===== src/rtl/led_breath_scheduler.sv =====
// Mode controller and channel scheduler for the YRGB breathing LEDs, with a built-in
// triangle-ramp PWM generator; mode changes land only on breath-cycle boundaries.
module led_breath_scheduler #(
  parameter int PWM_PERIOD = 3464
) (
  input  logic       clk,
  input  logic       rst,
  input  logic       cmd_valid,
  input  logic [1:0] cmd_mode,
  output logic       cmd_ready,
  output logic [3:0] yrgb_led,
  output logic [1:0] cur_mode,
  output logic [1:0] active_ch,
  output logic       cycle_done
);

  localparam int W = (PWM_PERIOD > 1) ? $clog2(PWM_PERIOD) : 1;
  localparam logic [W-1:0] TOP = W'(PWM_PERIOD - 1);
  localparam logic DIR_UP   = 1'b0;
  localparam logic DIR_DOWN = 1'b1;

  typedef enum logic [1:0] {
    MODE_OFF     = 2'b00,
    MODE_BREATHE = 2'b01,
    MODE_CHASE   = 2'b10,
    MODE_BLINK   = 2'b11
  } mode_e;

  mode_e        cur_mode_q, cur_mode_d;
  mode_e        pending_mode_q, pending_mode_d;
  logic         pending_q, pending_d;
  logic [W-1:0] fcnt_q, fcnt_d;
  logic [W-1:0] duty_q, duty_d;
  logic         dir_q, dir_d;
  logic [1:0]   active_ch_q, active_ch_d;
  logic [3:0]   led_q, led_d;
  logic         cycle_done_q, cycle_done_d;

  logic frame_end;
  logic boundary;
  logic lit;
  logic xfer;

  always_ff @(posedge clk or posedge rst) begin
    if (rst) begin
      cur_mode_q     <= MODE_OFF;
      pending_mode_q <= MODE_OFF;
      pending_q      <= 1'b0;
      fcnt_q         <= '0;
      duty_q         <= '0;
      dir_q          <= DIR_UP;
      active_ch_q    <= 2'd0;
      led_q          <= 4'hF;
      cycle_done_q   <= 1'b0;
    end else begin
      cur_mode_q     <= cur_mode_d;
      pending_mode_q <= pending_mode_d;
      pending_q      <= pending_d;
      fcnt_q         <= fcnt_d;
      duty_q         <= duty_d;
      dir_q          <= dir_d;
      active_ch_q    <= active_ch_d;
      led_q          <= led_d;
      cycle_done_q   <= cycle_done_d;
    end
  end

  always_comb begin
    frame_end      = (fcnt_q == TOP);
    boundary       = (cur_mode_q != MODE_OFF) && frame_end &&
                     (dir_q == DIR_DOWN) && (duty_q == '0);
    lit            = (fcnt_q < duty_q);
    xfer           = cmd_valid && !pending_q;

    cur_mode_d     = cur_mode_q;
    pending_mode_d = pending_mode_q;
    pending_d      = pending_q;
    fcnt_d         = fcnt_q;
    duty_d         = duty_q;
    dir_d          = dir_q;
    active_ch_d    = active_ch_q;
    led_d          = 4'hF;
    cycle_done_d   = boundary;

    // Triangle ramp: the duty level steps once per PWM frame, turning round at both ends.
    if (cur_mode_q == MODE_OFF) begin
      fcnt_d = '0;
      duty_d = '0;
      dir_d  = DIR_UP;
    end else begin
      fcnt_d = frame_end ? '0 : fcnt_q + W'(1);
      if (frame_end) begin
        if (dir_q == DIR_UP) begin
          if (duty_q == TOP) dir_d  = DIR_DOWN;
          else               duty_d = duty_q + W'(1);
        end else begin
          if (duty_q == '0) dir_d  = DIR_UP;
          else              duty_d = duty_q - W'(1);
        end
      end
    end

    // A pending command and a new transfer never coexist, so these cannot collide.
    if (cur_mode_q == MODE_OFF && pending_q) begin
      cur_mode_d  = pending_mode_q;
      pending_d   = 1'b0;
      active_ch_d = 2'd0;
    end else if (boundary) begin
      if (pending_q) begin
        cur_mode_d  = pending_mode_q;
        pending_d   = 1'b0;
        active_ch_d = 2'd0;
      end else if (cur_mode_q == MODE_CHASE) begin
        active_ch_d = active_ch_q + 2'd1;
      end
    end

    if (xfer) begin
      pending_d      = 1'b1;
      pending_mode_d = mode_e'(cmd_mode);
    end

    case (cur_mode_q)
      MODE_BREATHE: led_d = {4{~lit}};
      MODE_CHASE: begin
        led_d              = 4'hF;
        led_d[active_ch_q] = ~lit;
      end
      MODE_BLINK:   led_d = (dir_q == DIR_UP) ? 4'h0 : 4'hF;
      default:      led_d = 4'hF;
    endcase
  end

  assign cmd_ready  = ~pending_q;
  assign yrgb_led   = led_q;
  assign cur_mode   = cur_mode_q;
  assign active_ch  = active_ch_q;
  assign cycle_done = cycle_done_q;

endmodule


===== config.mk =====
export PLATFORM = sky130hd
export DESIGN_NAME = led_breath_scheduler
export DESIGN_NICKNAME = d
export VERILOG_FILES = /design/src/rtl/led_breath_scheduler.sv
export SDC_FILE = /design/constraint.sdc
export NUM_CORES = 1
export LEC_CHECK = 0
export CAP_MARGIN = 20
export CORE_MARGIN = 3
export CORE_UTILIZATION = 25
export CTS_BUF_LIST = sky130_fd_sc_hd__clkbuf_4 sky130_fd_sc_hd__clkbuf_8 sky130_fd_sc_hd__clkbuf_16
export DETAILED_ROUTE_END_ITERATION = 8
export DONT_BUFFER_PORTS = 1
export PLACE_DENSITY = 0.35
export SLEW_MARGIN = 20
export SYNTH_ARGS = -nofsm -noshare
export SYNTH_HDL_FRONTEND = slang
export SYNTH_SLANG_ARGS = --single-unit

===== constraint.sdc =====
create_clock -name clk -period 2.49 [get_ports clk]
set_input_delay 0.249 -clock clk [delete_from_list [all_inputs] [get_ports clk]]
set_output_delay 0.249 -clock clk [all_outputs]
set_load 0.01 [all_outputs]

Word-level counts from Yosys, hierarchy flattened
Cells that the tools add are included.

Register bits after elaboration: 37. Bits of input ports: 5. Output and inout port bits: 10.

$add $sub $neg: 4. $lt $le $gt $ge: 3. Equal/unequal tests: 7. Mux-type cells: 26. Bitwise operators: 4. Reductions and logical operators: 18.

Operators by type and width (count): $mux 12 (7); $add 12x1->12 const B (2); $eq 12x12->1 const B (2); $mux 2 (7); $logic_not 12->1 (1); $lt 12x12->1 (1); $pmux 4 s3 (1); $sub 12x1->12 const B (1); $mux 1 (9); $reduce_bool 2->1 (4); $logic_and 1x1->1 (6); $ne 3x3->1 const B (2); $reduce_bool 3->1 (2); $eq 2x2->1 const B (2); $mux 4 (1); $not 4->4 (1); $or 4x4->4 (1); $reduce_and 2->1 (2); $lt 2x3->1 const B (1); $reduce_and 3->1 (1); $add 2x1->2 const B (1); $demux 1 s2 (1); $eq 2x1->1 const B (1); $ge 2x1->1 const B (1); other kinds (3) (4).

Logic depth before layout (Yosys ltp)
Word-level depth: 7. Gate-level depth with buffers: 8.

Worst setup path after synthesis
Ideal clock, no wire load.

Kind: reg2reg. Start point: register dir_q. End point: register duty_q[11]. Library setup time: 0.079 ns. Arrival: 2.120 ns. Required time: 2.411 ns. Slack: 0.291 ns. Cell stages (with the launch flop): 8. Path buffers: 0. Cell sequence: dfrtp_1 ha_1 a211oi_1 o21ai_0 o31ai_1 a311o_1 mux2i_1 mux2i_1.

Word-level cells in the longest chain between the ends: 3. Elaborated cells between the ends (all ways): 6. Those cells by class: eq/ne: 2; mux: 3; reduce/logical: 1.

Ends and longest elaborated chain: start: declaration (RTL line 34) `logic dir_q, dir_d;`; start signal: assignment (RTL line 61) `dir_q <= dir_d;`; $mux 12 (RTL line 93) `if (dir_q == DIR_UP) begin`; $mux 12 (RTL line 92) `if (frame_end) begin`; $mux 12 (RTL line 86) `if (cur_mode_q == MODE_OFF) begin`; end signal: assignment (RTL line 60) `duty_q <= duty_d;`; end: declaration (RTL line 33) `logic [W-1:0] duty_q, duty_d;`.

Several ways; a longest one is shown, not always the timed one. The select of a mux whose other input is x is not followed. A chain may end at the register's enable or synchronous reset.

Worst setup path after layout
Start point: register duty_q[0]. End point: register duty_q[10].

Word-level cells in the longest chain between the ends: 5. Elaborated cells between the ends (all ways): 12. Those cells by class: add/sub: 2; eq/ne: 3; mux: 5; reduce/logical: 2.

Ends and longest elaborated chain (RTL line): $add 12x1->12 or $sub 12x1->12 (tied branches) (95, 98); $mux 12, on equally long branches (94, 97); $mux 12 (93); $mux 12 (92); $mux 12 (86).

Several ways; a longest one is shown, not always the timed one. The select of a mux whose other input is x is not followed.

==> reports/qor.txt <==
Die ar. - 10900 um2
Layout fillers - 990
Clock Tree Buf Depth - 2
routed wirelength normalized by instance count - 15.3 um
DR vias/cell - 4.67
largest cells by area after synthesis - dfrtp_1 (34%), ha_1 (13%), nor2_1 (4.6%)
post-route ant nets - 0
Inserted Clock Buffers - 5
main combinational cell family by area after synthesis - compound AO/OA/AOI/OAI gates
Post-synth ARST share - 100%
Overflow after GRT - 0
# DRC - 0
slew margin rel. - 65.5%
Seq/Total Area, Yosys - 38.3%
layout cells sized above 1 - 14.1%
XOR/XNOR Fraction of Synth Area - 6.13%
synth unique cells - 45
Pins Over Slew Limit - 0
TritonRoute pass-1 iters - 4
Mapped Cells - 256
unrepaired setup endpoints after global routing - false
largest area contributor in the synthesized netlist - dfrtp_1
Simple-Gate Fraction of Synth Area - 16.9%
CTS tree - yes
Setup WS pre-CTS - 0.0908 ns
Post-synth EDFFs - 0
fin crit period - 2.33 ns
initial antenna violation count - 0
Design Area, Final - 2820 um2
Worst EP arrival - 2.51 ns
Post-Synth Adder-Cell Area - 14.2%
Clock Latency Late Sink - 0.29 ns
pin slew with the least headroom to its limit - 0.513 ns
Area growth, synth to finish - 16.2%
Critical Path Fanout Max - 5
share of the synthesized area in the top cell type - 34.0%
DIE WIDTH - 105 um
Port-buffer cells - 0
drt total wl - 6210 um
Ant. Diodes - 0
Synth warnings - 0
Mapped Area - 2430 um2
count of state elements after synthesis - 37
HPWL Detailed - 4800 um
final hold vios - 0
Reg clk slew, reported paths - 0.08 ns
vias in the first global route - 1952
GRT Overall Usage - 12.2%
WS Path Type - reg -> reg
CP Launch Type - flip-flop
setup ws final - 0.163 ns
root buffer cell - clkbuf_8
largest net degree at the start of global routing - 30
TritonCTS Sinks - 37
Critical Path RT - 2.68 ns
area occupied by registers - 932 um2
crit path capture type - flip-flop
num rows - 35
final critical-path share of the clock period - 93.5%
Max Clock Freq - 430 MHz
Main synth FF type - dfrtp_1
worst vdd ir - 0.000301 V
Die Y - 105 um
global-route wire length before repair - 10500 um
MaxCap Viol Count - 0
Compound-Gate Fraction of Synth Area - 18.0%
Hold/Removal Path Class - in -> reg
Post-Place Cell Area - 2690 um2
CTS H-tree depth - 2
setup TNS - 0 ns
CORE AREA - 9330 um2
IO Count - 15
crit-path max cell delay - 0.51 ns
fin util - 30.3%
pwr dens - 783 nW/um2
nets@finish - 308
Vias - 1896
syn nets - 288
post-synthesis mux area share - 2.68%
critical path, cell by cell - fa_1 -> a211oi_1 -> nor2_1 -> o21ai_0 -> o21ai_0 -> xor2_1 -> a22o_1
status - completed
Initial Util - 26.0%
Layout Skew - 0.00458 ns
number of post-CTS setup repair buffers - 0
1st-iter DRT viols - 95
slowest CP cell - fa_1
most used cell, CP - o21ai_0
Final setup viols - 0
gpl congestion - 0.724
mean cell area of the mapped netlist - 9.49 um2
LEAKAGE - 1.23 nW
multi-input logic area - 1410 um2
[path summary, 6_finish.rpt]
kind / slack, ns / endpoint / cells after the start / start
worst min-delay path: 0.10 / pending_mode_q[1]$_DFFE_PP0P_ / 1 / cmd_mode[1]
min in group asynchronous: 0.35 / active_ch[0]$_DFFE_PP0P_ / 2 / rst
worst max-delay path: 0.16 / duty_q[10]$_DFFE_PP0P_ / 7 / duty_q[0]$_DFFE_PP0P_
worst min register to register: 0.52 / fcnt_q[0]$_DFF_PP0_ / 1 / fcnt_q[0]$_DFF_PP0_
max in group asynchronous: 1.40 / dir_q$_DFFE_PP0P_ / 3 / rst
worst max register to register: 0.16 / duty_q[10]$_DFFE_PP0P_ / 7 / duty_q[0]$_DFFE_PP0P_
[power breakdown]
part | switching [W] | internal [W]
Combinational | 0.000380 | 0.000325
Clock | 0.000247 | 0.000326
Sequential | 0.000157 | 0.000775
[registers in the layout (all words and copies together) (netlist names)]
name,count
dir_q,1
yrgb_led,4
active_ch,2
pending_q,1
pending_mode_q,2
cycle_done,1
duty_q,12
fcnt_q,12
cur_mode,2
[layer usage]
layer | up-vias | track usage [%] | part of all wire [%]
li1 | 964 | - | -
met1 | 901 | 17.9 | 53
met2 | 22 | 18.4 | 44
met3 | 9 | 2.10 | 1.7
met4 | 0 | 3.04 | 1.1
met5 | - | 0 | 0
[what timing repair did]
item / 4_1_cts / 5_1_grt
gates resized for setup: 0 / 2
hold buffers: 1 / 0
setup endpoints to repair: 0 / 2
hold endpoints to repair: 4 / 0
[metrics by stage]
| stage | instances | hold slack, ns | power, W |
|---|---|---|---|
| floorplan | 256 | 0.401 | 0.00142 |
| finish | 406 | 0.102 | 0.00221 |
| global placement | 397 | 0.110 | 0.00166 |
| global route | 406 | 0.0933 | 0.00241 |
| CTS | 406 | 0.0913 | 0.00225 |
| detailed placement | 397 | 0.117 | 0.00167 |
[cell usage after synthesis, types with 3 or more instances]
library cell and n:
or3_1 4, a21o_1 5, ha_1 26, dfrtp_1 33, nand2b_1 3, o31ai_1 3, dfstp_2 4, nor3_1 6
o21ai_0 16, mux2_2 4, xor2_1 9, inv_1 18, nor2_1 30, a21oi_1 14, nand4_1 5, nand3_1 6
xnor2_1 8, a211oi_1 8, a22o_1 6, nand2_1 17
[final cells by class]
type	instances	share of cell area, %
flip-flops and latches	37	33.0
repair buffers	17	4.61
multi-input cells	197	50.0
well taps	129	5.72
inverters	18	2.39
clock inverters	2	1.33
clock buffers	6	2.93
[cell usage in the layout (no fill, tap or decap), types with 5 or more instances in the layout]
cell and instances:
clkbuf_8 6, nand3_1 6, nand4_1 5, dfrtp_1 32, nand2_1 17, xor2_1 9, o21ai_0 16, a21o_1 5
xnor2_1 8, nor2_1 30, buf_4 16, a21oi_1 14, inv_1 18, ha_1 26, a22o_1 6, nor3_1 6
a211oi_1 8
[critical path, delay by kind of cell (launching register included)]
kind	cells	cell delay, ns
DFF	1	0.46
and+or+nand+nor	1	0.12
adders and majority gates	1	0.51
AOI/OAI and AO/OA	4	0.96
xor gates and xnor gates	1	0.16
[cell families after synthesis]
logic type,count (synthesis)
and+or+nand+nor,83
AOI/OAI and AO/OA,64
DFF,37
adders and majority gates,27
buffers and inverters,22
xor gates and xnor gates,17
muxes,6
Power figures use the tool's default switching activity.
